==> config.mk <==
export PLATFORM = sky130hd
export DESIGN_NAME = bip_debug_unit
export DESIGN_NICKNAME = d
export VERILOG_FILES = /design/src/rtl/bip_debug_pkg.sv /design/src/rtl/bip_debug_frame_mux.sv /design/src/rtl/bip_debug_unit.sv
export SDC_FILE = /design/constraint.sdc
export NUM_CORES = 1
export LEC_CHECK = 0
export CAP_MARGIN = 20
export CORE_ASPECT_RATIO = 1.75
export CORE_MARGIN = 5
export CORE_UTILIZATION = 45
export DETAILED_ROUTE_END_ITERATION = 10
export DONT_BUFFER_PORTS = 1
export PLACE_DENSITY_LB_ADDON = 0.05
export SYNTH_ARGS = -nofsm -noshare
export SYNTH_HDL_FRONTEND = slang
export SYNTH_SLANG_ARGS = --single-unit
==> constraint.sdc <==
create_clock -name i_clock -period 2.3 [get_ports i_clock]
set_input_delay 0.23 -clock i_clock [delete_from_list [all_inputs] [get_ports i_clock]]
set_output_delay 0.23 -clock i_clock [all_outputs]
set_load 0.05 [all_outputs]
==> src/rtl/bip_debug_pkg.sv <==
// Shared definitions for the BIP debug unit: state encoding, status frame
// layout and the saturating cycle-counter increment.
package bip_debug_pkg;

   // FSM state encoding (plain constants so older tools see fixed values)
   localparam int         NB_STATE    = 3;
   localparam logic [2:0] ST_IDLE     = 3'd0;
   localparam logic [2:0] ST_CLEAR    = 3'd1;
   localparam logic [2:0] ST_RUN      = 3'd2;
   localparam logic [2:0] ST_TX_LOAD  = 3'd3;
   localparam logic [2:0] ST_TX_WAIT  = 3'd4;

   // Status frame geometry
   localparam int         FRAME_LEN    = 6;
   localparam int         NB_IDX       = 3;
   localparam logic [2:0] LAST_IDX     = 3'(FRAME_LEN - 1);
   localparam int         NB_CYCLE_CNT = 16;
   localparam int         NB_FIELD     = 16;

   // Defaults for the command byte and the halt opcode
   localparam logic [7:0] DEFAULT_START_CMD  = 8'h53;
   localparam logic [4:0] DEFAULT_HLT_OPCODE = 5'b00000;

   // Latched status; declaration order gives the big-endian byte order on the wire
   typedef struct packed {
      logic [NB_FIELD-1:0] pc;
      logic [NB_FIELD-1:0] acc;
      logic [NB_FIELD-1:0] cnt;
   } frame_t;

   // Cycle counter increment that sticks at all-ones instead of wrapping
   function automatic logic [NB_CYCLE_CNT-1:0] sat_inc(input logic [NB_CYCLE_CNT-1:0] value);
      logic [NB_CYCLE_CNT-1:0] result;
      if (value == 16'hFFFF) begin
         result = value;
      end else begin
         result = value + 16'd1;
      end
      return result;
   endfunction

endpackage

==> src/rtl/bip_debug_frame_mux.sv <==
// Byte selector for the 6-byte status frame. Index 0 is the most significant
// byte of the PC; out-of-range indices return zero.
module bip_debug_frame_mux
   import bip_debug_pkg::*;
(
   input  frame_t            i_frame,
   input  logic [NB_IDX-1:0] i_idx,
   output logic [7:0]        o_byte
);

   // Pick one byte of the frame, big-endian
   always_comb begin
      o_byte = 8'h00;
      case (i_idx)
         3'd0:    o_byte = i_frame.pc[15:8];
         3'd1:    o_byte = i_frame.pc[7:0];
         3'd2:    o_byte = i_frame.acc[15:8];
         3'd3:    o_byte = i_frame.acc[7:0];
         3'd4:    o_byte = i_frame.cnt[15:8];
         3'd5:    o_byte = i_frame.cnt[7:0];
         default: o_byte = 8'h00;
      endcase
   end

endmodule

==> src/rtl/bip_debug_unit.sv <==
// Debug/control wrapper around the BIP core. A start byte from the UART
// resets and launches the processor; when it halts the core is frozen and a
// 6-byte status frame (PC, ACC, cycle count) is streamed to the UART TX.
module bip_debug_unit
   import bip_debug_pkg::*;
#(
   parameter int         NB_DATA            = 16,
   parameter int         NB_OPCODE          = 5,
   parameter int         LOG2_N_INSMEM_ADDR = 11,
   parameter int         NB_BYTE            = 8,
   parameter logic [7:0] START_CMD          = DEFAULT_START_CMD,
   parameter logic [4:0] HLT_OPCODE         = DEFAULT_HLT_OPCODE
)(
   input  logic                          i_clock,
   input  logic                          i_reset,
   input  logic [NB_BYTE-1:0]            i_rx_data,
   input  logic                          i_rx_done,
   output logic [NB_BYTE-1:0]            o_tx_data,
   output logic                          o_tx_start,
   input  logic                          i_tx_done,
   output logic                          o_bip_reset,
   output logic                          o_bip_valid,
   input  logic [LOG2_N_INSMEM_ADDR-1:0] i_pc,
   input  logic [NB_DATA-1:0]            i_acc,
   input  logic [NB_DATA-1:0]            i_instruction
);

   logic [NB_STATE-1:0]     state_r;
   logic [NB_STATE-1:0]     state_next_s;
   logic [NB_IDX-1:0]       idx_r;
   logic [NB_IDX-1:0]       idx_next_s;
   logic [NB_CYCLE_CNT-1:0] cnt_r;
   logic [NB_CYCLE_CNT-1:0] cnt_next_s;
   frame_t                  frame_r;
   frame_t                  frame_next_s;

   logic [NB_FIELD-1:0]     pc_ext_s;
   logic                    start_cmd_s;
   logic                    halt_s;
   logic [7:0]              mux_byte_s;

   logic [NB_BYTE-1:0]      tx_data_r;
   logic                    tx_start_r;
   logic                    bip_reset_r;
   logic                    bip_valid_r;

   // Operand field of the instruction plays no part in halt detection
   logic                    unused_operand_s;
   assign unused_operand_s = ^i_instruction[NB_DATA-NB_OPCODE-1:0];

   assign start_cmd_s = i_rx_done && (i_rx_data == START_CMD);

   // Cycle 0 of a run shows the program memory's post-reset word, so an HLT
   // opcode there is not trusted.
   assign halt_s = (i_instruction[NB_DATA-1 -: NB_OPCODE] == HLT_OPCODE) &&
                   (cnt_r != 16'h0000);

   // Zero-extend the PC into the 16-bit frame field
   always_comb begin
      pc_ext_s = 16'h0000;
      pc_ext_s[LOG2_N_INSMEM_ADDR-1:0] = i_pc;
   end

   // Next-state, counter, frame latch and byte-index logic
   always_comb begin
      state_next_s = state_r;
      idx_next_s   = idx_r;
      cnt_next_s   = cnt_r;
      frame_next_s = frame_r;
      case (state_r)
         ST_IDLE: begin
            if (start_cmd_s) begin
               state_next_s = ST_CLEAR;
            end else begin
               state_next_s = ST_IDLE;
            end
         end
         ST_CLEAR: begin
            cnt_next_s   = 16'h0000;
            state_next_s = ST_RUN;
         end
         ST_RUN: begin
            if (halt_s) begin
               frame_next_s.pc  = pc_ext_s;
               frame_next_s.acc = i_acc;
               frame_next_s.cnt = cnt_r;
               idx_next_s       = 3'd0;
               state_next_s     = ST_TX_LOAD;
            end else begin
               cnt_next_s   = sat_inc(cnt_r);
               state_next_s = ST_RUN;
            end
         end
         ST_TX_LOAD: begin
            state_next_s = ST_TX_WAIT;
         end
         ST_TX_WAIT: begin
            if (i_tx_done) begin
               if (idx_r == LAST_IDX) begin
                  state_next_s = ST_IDLE;
               end else begin
                  idx_next_s   = idx_r + 3'd1;
                  state_next_s = ST_TX_LOAD;
               end
            end else begin
               state_next_s = ST_TX_WAIT;
            end
         end
         default: begin
            state_next_s = ST_IDLE;
         end
      endcase
   end

   // The mux looks at the next frame/index so the byte is ready in TX_LOAD
   bip_debug_frame_mux u_frame_mux (
      .i_frame (frame_next_s),
      .i_idx   (idx_next_s),
      .o_byte  (mux_byte_s)
   );

   // State, counter, latches and outputs; outputs are registered from the next state
   always_ff @(posedge i_clock) begin
      if (i_reset) begin
         state_r     <= ST_IDLE;
         idx_r       <= 3'd0;
         cnt_r       <= 16'h0000;
         frame_r     <= '0;
         tx_data_r   <= 8'h00;
         tx_start_r  <= 1'b0;
         bip_reset_r <= 1'b0;
         bip_valid_r <= 1'b0;
      end else begin
         state_r     <= state_next_s;
         idx_r       <= idx_next_s;
         cnt_r       <= cnt_next_s;
         frame_r     <= frame_next_s;
         tx_start_r  <= (state_next_s == ST_TX_LOAD);
         bip_reset_r <= (state_next_s == ST_CLEAR);
         bip_valid_r <= (state_next_s == ST_RUN);
         if (state_next_s == ST_TX_LOAD) begin
            tx_data_r <= mux_byte_s;
         end else begin
            tx_data_r <= tx_data_r;
         end
      end
   end

   assign o_tx_data   = tx_data_r;
   assign o_tx_start  = tx_start_r;
   assign o_bip_reset = bip_reset_r;
   assign o_bip_valid = bip_valid_r;

endmodule

# After elaboration in Yosys (flattened, before gate mapping)
# Index checks and enable logic that the tools add are counted.
# word_totals
regBits	81
inputBits	55
output_inout_bits	11
# classes
addsub	2
eq_ne	17
mux	15
reduce_logical	8
# ops
cell	count
$mux 48	2
$pmux 8 s6	1
$mux 16	2
$pmux 16 s2	1
$eq 3x2->1 const B	6
$add 16x1->16 const B	1
$eq 16x16->1 const B	1
$reduce_bool 16->1	1
$pmux 3 s5	1
$eq 3x3->1 const B	4
$mux 3	4
$eq 3x1->1 const B	3
$eq 8x7->1 const B	1
$logic_not 3->1	2
$pmux 3 s2	1
$logic_not 5->1	1
$ne 2x2->1 const B	2
$add 3x1->3 const B	1
$reduce_and 3->1	1
$logic_and 1x1->1	2
$mux 1	2
$mux 2	1
$reduce_bool 2->1	1

# Depth between registers and ports, before layout
# logic_depth
depth_word	6
depth_mapped	11
depth_no_buf	9

# Modules after synthesis
# From an unflattened synthesis, not the netlist that was laid out.
# hier_totals
cells_unflattened	394
hier_area_um2	3923.8
# by_module_without_submodules
mod	area_each_um2	seq_area_each_um2	cells_per_inst	instances
bip_debug_unit	3463.3	1621.6	340	1
bip_debug_frame_mux	460.4	0.0	54	1

# Worst setup path before layout
# Ideal clock, no wire load.
# synth_path
path_type	register to register
startpoint	register idx_r[1]
endpoint	register tx_data_r[3] (netlist: o_tx_data[3])
setup_ps	86
slack_ps	182
synth_period_minus_slack_ps	2118
stages_incl_launch_ff	10
t_arrival_ps	2031
path_buffers	0
cell_sequence	dfxtp_1 -> inv_1 -> ha_1 -> and2_1 -> nor3_2 -> a21oi_1 -> nor3_1 -> a32oi_1 -> o32a_1 -> a221oi_2
# synth_via
elab_chain_cells	6
word_cells_on_any_way	17
classes_between	add/sub (1); eq/ne (7); mux (8); reduce/logical (1)
# synth_lines
item	line	text
start: declaration	bip_debug_unit.sv:30	logic [NB_IDX-1:0] idx_r;
start signal: assignment	bip_debug_unit.sv:135	idx_r <= idx_next_s;
$add 3x1->3 / $eq 3x3->1 (equally long branches)	bip_debug_unit.sv:102, bip_debug_unit.sv:99	
$mux 3	bip_debug_unit.sv:99	if (idx_r == LAST_IDX) begin
$mux 3	bip_debug_unit.sv:98	if (i_tx_done) begin
$pmux 3 s2	bip_debug_unit.sv:70	case (state_r)
$eq 3x3->1, or another cell as far along	bip_debug_frame_mux.sv:14	case (i_idx)
$pmux 8 s6	bip_debug_frame_mux.sv:14	
end signal: assignment	bip_debug_unit.sv:142	tx_data_r <= mux_byte_s;
end signal: assignment	bip_debug_unit.sv:144	tx_data_r <= tx_data_r;
end: declaration	bip_debug_unit.sv:42	logic [NB_BYTE-1:0] tx_data_r;
# Several ways; a longest one is shown, not always the timed one.
# A chain may end at the register's enable or synchronous reset.

# Worst setup path after layout
# layout_path
startpoint	register cnt_r[7]
endpoint	register tx_data_r[3] (netlist: o_tx_data[3])
# layout_via
elab_chain_cells	6
word_cells_on_any_way	16
classes_between	eq/ne (6); mux (7); reduce/logical (3)
# layout_lines
item	line	text
start: declaration	bip_debug_unit.sv:32	logic [NB_CYCLE_CNT-1:0] cnt_r;
start signal: assignment	bip_debug_unit.sv:136	cnt_r <= cnt_next_s;
$reduce_bool 16->1 *	bip_debug_unit.sv:56	(cnt_r != 16'h0000);
$logic_and 1x1->1 *	bip_debug_unit.sv:55	assign halt_s = (i_instruction[NB_DATA-1 -: NB_OPCODE] == HLT_OPCODE) &&
$mux 3	bip_debug_unit.sv:83	if (halt_s) begin
$pmux 3 s2	bip_debug_unit.sv:70	
$eq 3x3->1, or another cell as far along	bip_debug_frame_mux.sv:14	
$pmux 8 s6	bip_debug_frame_mux.sv:14	
# Mark *: on every way between the ends. The rest lies on a longest branch, timed or not.

==> reports/metrics.yaml <==
detailed_place.area_mm2: 0.00437
clockRootBuffer: "sky130_fd_sc_hd__clkbuf_16"
required_ns: 2.55
final.min_clock_period_ns: 2.19
synth_simple_gate_area_share_pct: 26.2
area_growth_pct: 25.2
fin_cells: 649
hold_path_depth: 2
power.density_cell_area_mw_per_mm2: 584
fmax_mhz: 457
report.final.setup_viol: 0
worst_hold_path_type: "in -> reg"
post_synth_net_total: 531
track_usage_pct: 21.6
top_level_ports: 66
globalRouteOverflowTotal: 0
power_leakage_nw: 1.77
vias: 3599
worst-endpoint-arrival_ns: 2.43
synth.lib_cells_used.distinct: 70
drt_first_pass_iters: 4
postSynth.asyncResetShare_pct: 0
tightest_slew_ns: 0.577
fin_util_pct: 57.9
min_delay_worst_endpoint: "frame_r[31]"
critical_path.reg2reg.startpoint: "cnt_r[7]"
avgViaCountPerCell: 5.55
layout.cells.most_common: "sky130_fd_sc_hd__nand2_1"
cts_made_buffers: 9
antenna_violations_before_repair: 0
portion_of_netlist_area_occupied_by_mux_cells_pct: 3.45
vdd_drop_max_mv: 0.349
timing.reg2reg.setup_slack_ns: 0.11
synth_xor_xnor_area_share_pct: 1.82
clock_pin_slew_on_the_worst_setup_and_hold_paths_ns: 0.06
crit_fanout: 5
yosys.area.top_type: "sky130_fd_sc_hd__dfxtp_1"
numClockSinks: 81
relSlewSlack_pct: 61.5
clockBufferDepth: 2
final.setup_skew_ns: 0.00472
clock_tree.htree_level_count: 3
yosys_top_cell_area_share_pct: 42.1
run_status: "finished, final reports clean"
totalNegativeSetupSlack_ns: 0
core_region_area_mm2: 0.00831
drc_violation_count_after_routing: 0
grt_pass1_wl_mm: 17.8
ys_seq_area_share_pct: 42.1
rows: 44
most-common-layout-cells: "sky130_fd_sc_hd__nand2_1 (110), sky130_fd_sc_hd__dfxtp_1 (80), sky130_fd_sc_hd__buf_4 (64)"
horizontal_die_dimension_um: 79.9
rr_worst_depth: 9
timing_worst_setup_path_type: "reg -> reg"
die_area_mm2: 0.0106
grt_max_degree: 56
placement.io_buffers: 0
clock_tree_from_tritoncts: "yes"
diodes_inserted: 0
grt_pass1_vias: 3643
dieHeight_um: 132
route.antenna.remaining_nets: 0
postSynthRegisterBits: 81
design_area_mm2: 0.00482
synth_top_family_by_area: "simple AND/OR/NAND/NOR gates"
finish.net_count: 588
hold_viol_final: 0
maxSlewViolCount: 0
drv_cap: 0
complex_gate_fraction_of_the_synthesized_area_pct: 20.6
hpwlAfterDp_mm: 8.33
share_of_the_clock_period_used_by_the_worst_path_pct: 95.0
synth_area_mm2: 0.00385
startpoint_type_of_the_worst_setup_path: "register"
gpl.final_weighted_congestion: 0.883
wire_per_inst_um: 17.4
crit-reg2reg-capture: "o_tx_data[3]"
initial_utilization_pct: 46.3
number_of_synthesized_flops_with_an_enable_pin: 0
synthesis.yosys.warnings: 0
hold_path.startpoint: "i_acc[15]"
synth_fa_ha_area_share_pct: 1.30
layout-drive-gt1-share_pct: 22.8
detail_route.wirelength_mm: 11.3
place.detailed.instances: 626
ys_dominant_reg_cell: "sky130_fd_sc_hd__dfxtp_1"
clock_insertion_delay_worst_skew_ns: 0.34
netlist_instances: 472
yosys-top-cells-area: "sky130_fd_sc_hd__dfxtp_1 (42%), sky130_fd_sc_hd__nand2_1 (11%), sky130_fd_sc_hd__a21oi_1 (7.5%), sky130_fd_sc_hd__mux2i_1 (2.9%), sky130_fd_sc_hd__nor2_1 (2.4%)"
timing.critical_path.to_type: "register"
crit_start: "cnt_r[7]"
postSynthAreaPerCell_um2: 8.15
drtIter0Drc: 212
==> repair_timing <==
action                     in CTS  in global routing
setup endpoints to repair       9                 13
buffers inserted                0                  4
cloned                          0                  1
gates resized for setup         9                 16
hold buffers                    2                  0
hold endpoints to repair       55                  0
pin swaps                       1                  7
==> stage by stage <==
stage | hold WS (ns) | power (mW) | setup WS, ns
2_1_floorplan | 0.311 | 1.46 | 0.182
3_3_place_gp | 0.306 | 1.45 | -0.0504
3_5_place_dp | 0.308 | 1.45 | -0.0580
4_1_cts | 0.00976 | 2.83 | 0.00807
5_1_grt | 0.0143 | 2.89 | -0.00186
6_report | 0.0212 | 2.81 | 0.114
==> Yosys cell counts, types with 4 or more instances <==
| cell type | n |
|---|---|
| sky130_fd_sc_hd__and3_1 | 10 |
| sky130_fd_sc_hd__buf_2 | 5 |
| sky130_fd_sc_hd__mux2i_1 | 11 |
| sky130_fd_sc_hd__o21ai_0 | 13 |
| sky130_fd_sc_hd__or3_1 | 8 |
| sky130_fd_sc_hd__o31ai_1 | 4 |
| sky130_fd_sc_hd__nand2_1 | 110 |
| sky130_fd_sc_hd__nand3_1 | 9 |
| sky130_fd_sc_hd__nand4_1 | 5 |
| sky130_fd_sc_hd__dfxtp_1 | 81 |
| sky130_fd_sc_hd__nor3_1 | 7 |
| sky130_fd_sc_hd__o2111ai_1 | 4 |
| sky130_fd_sc_hd__xnor2_1 | 7 |
| sky130_fd_sc_hd__inv_1 | 12 |
| sky130_fd_sc_hd__clkbuf_1 | 17 |
| sky130_fd_sc_hd__nor4_1 | 5 |
| sky130_fd_sc_hd__nor2_1 | 25 |
| sky130_fd_sc_hd__a21oi_1 | 58 |
| sky130_fd_sc_hd__ha_1 | 4 |
==> routing by layer <==
| layer | vias up | track usage (%) | routed length [um] |
|---|---|---|---|
| li1 | 1778 | - | - |
| met1 | 1707 | 23.1 | 4340 |
| met2 | 79 | 37.4 | 5950 |
| met3 | 35 | 4.45 | 440 |
| met4 | 0 | 14.0 | 586 |
| met5 | - | 0 | 0 |
==> layout make-up <==
| cell class | count | area (um2) |
|---|---|---|
| fillers | 774 | 3500 |
| multi-input cells | 354 | 2140 |
| flip-flops and latches | 81 | 1620 |
| repair buffers | 71 | 579 |
| clock buffers | 11 | 253 |
| well taps | 115 | 144 |
| inverters | 12 | 45.0 |
| clock inverters | 5 | 37.5 |
==> worst max-delay path, stage by stage, from the launching register on <==
cell                       delay (ns)
sky130_fd_sc_hd__dfxtp_1         0.32
sky130_fd_sc_hd__nor4_2          0.30
sky130_fd_sc_hd__buf_4           0.16
sky130_fd_sc_hd__nand4_1         0.14
sky130_fd_sc_hd__buf_6           0.18
sky130_fd_sc_hd__a21oi_4         0.16
sky130_fd_sc_hd__buf_6           0.15
sky130_fd_sc_hd__a21oi_4         0.09
sky130_fd_sc_hd__o32a_1          0.37
sky130_fd_sc_hd__a221oi_2        0.22
==> state kept, by name (all words and copies together), names as in the netlist <==
register / count
frame_r: 48
cnt_r: 16
o_tx_data: 8
idx_r: 3
state_r: 3
o_bip_reset: 1
o_bip_valid: 1
o_tx_start: 1
==> power by group <==
part / internal, mW / total [mW] / switching, mW
clock: 0.793 / 1.37 / 0.580
sequential: 1.40 / 1.40 / 0.000224
combinational: 0.00988 / 0.0359 / 0.0260
==> cell families after synthesis <==
group,Yosys count
adder cells (fa/ha/maj),4
AO/OA/AOI/OAI,121
flip-flops,81
XOR/XNOR,8
buffers and inverters,38
AND/OR/NAND/NOR,207
multiplexers,13
==> worst max-delay path by stage <==
| stage | endpoint | slack (ns) |
|---|---|---|
| floorplan | o_tx_data[3] | 0.18 |
| global placement | o_tx_data[1] | -0.05 |
| detailed placement | o_tx_data[3] | -0.06 |
| CTS | o_tx_data[3] | 0.008 |
| global route | o_tx_data[6] | -0.002 |
| finish | o_tx_data[3] | 0.11 |
Note: power is estimated with default switching activity, not from simulation.
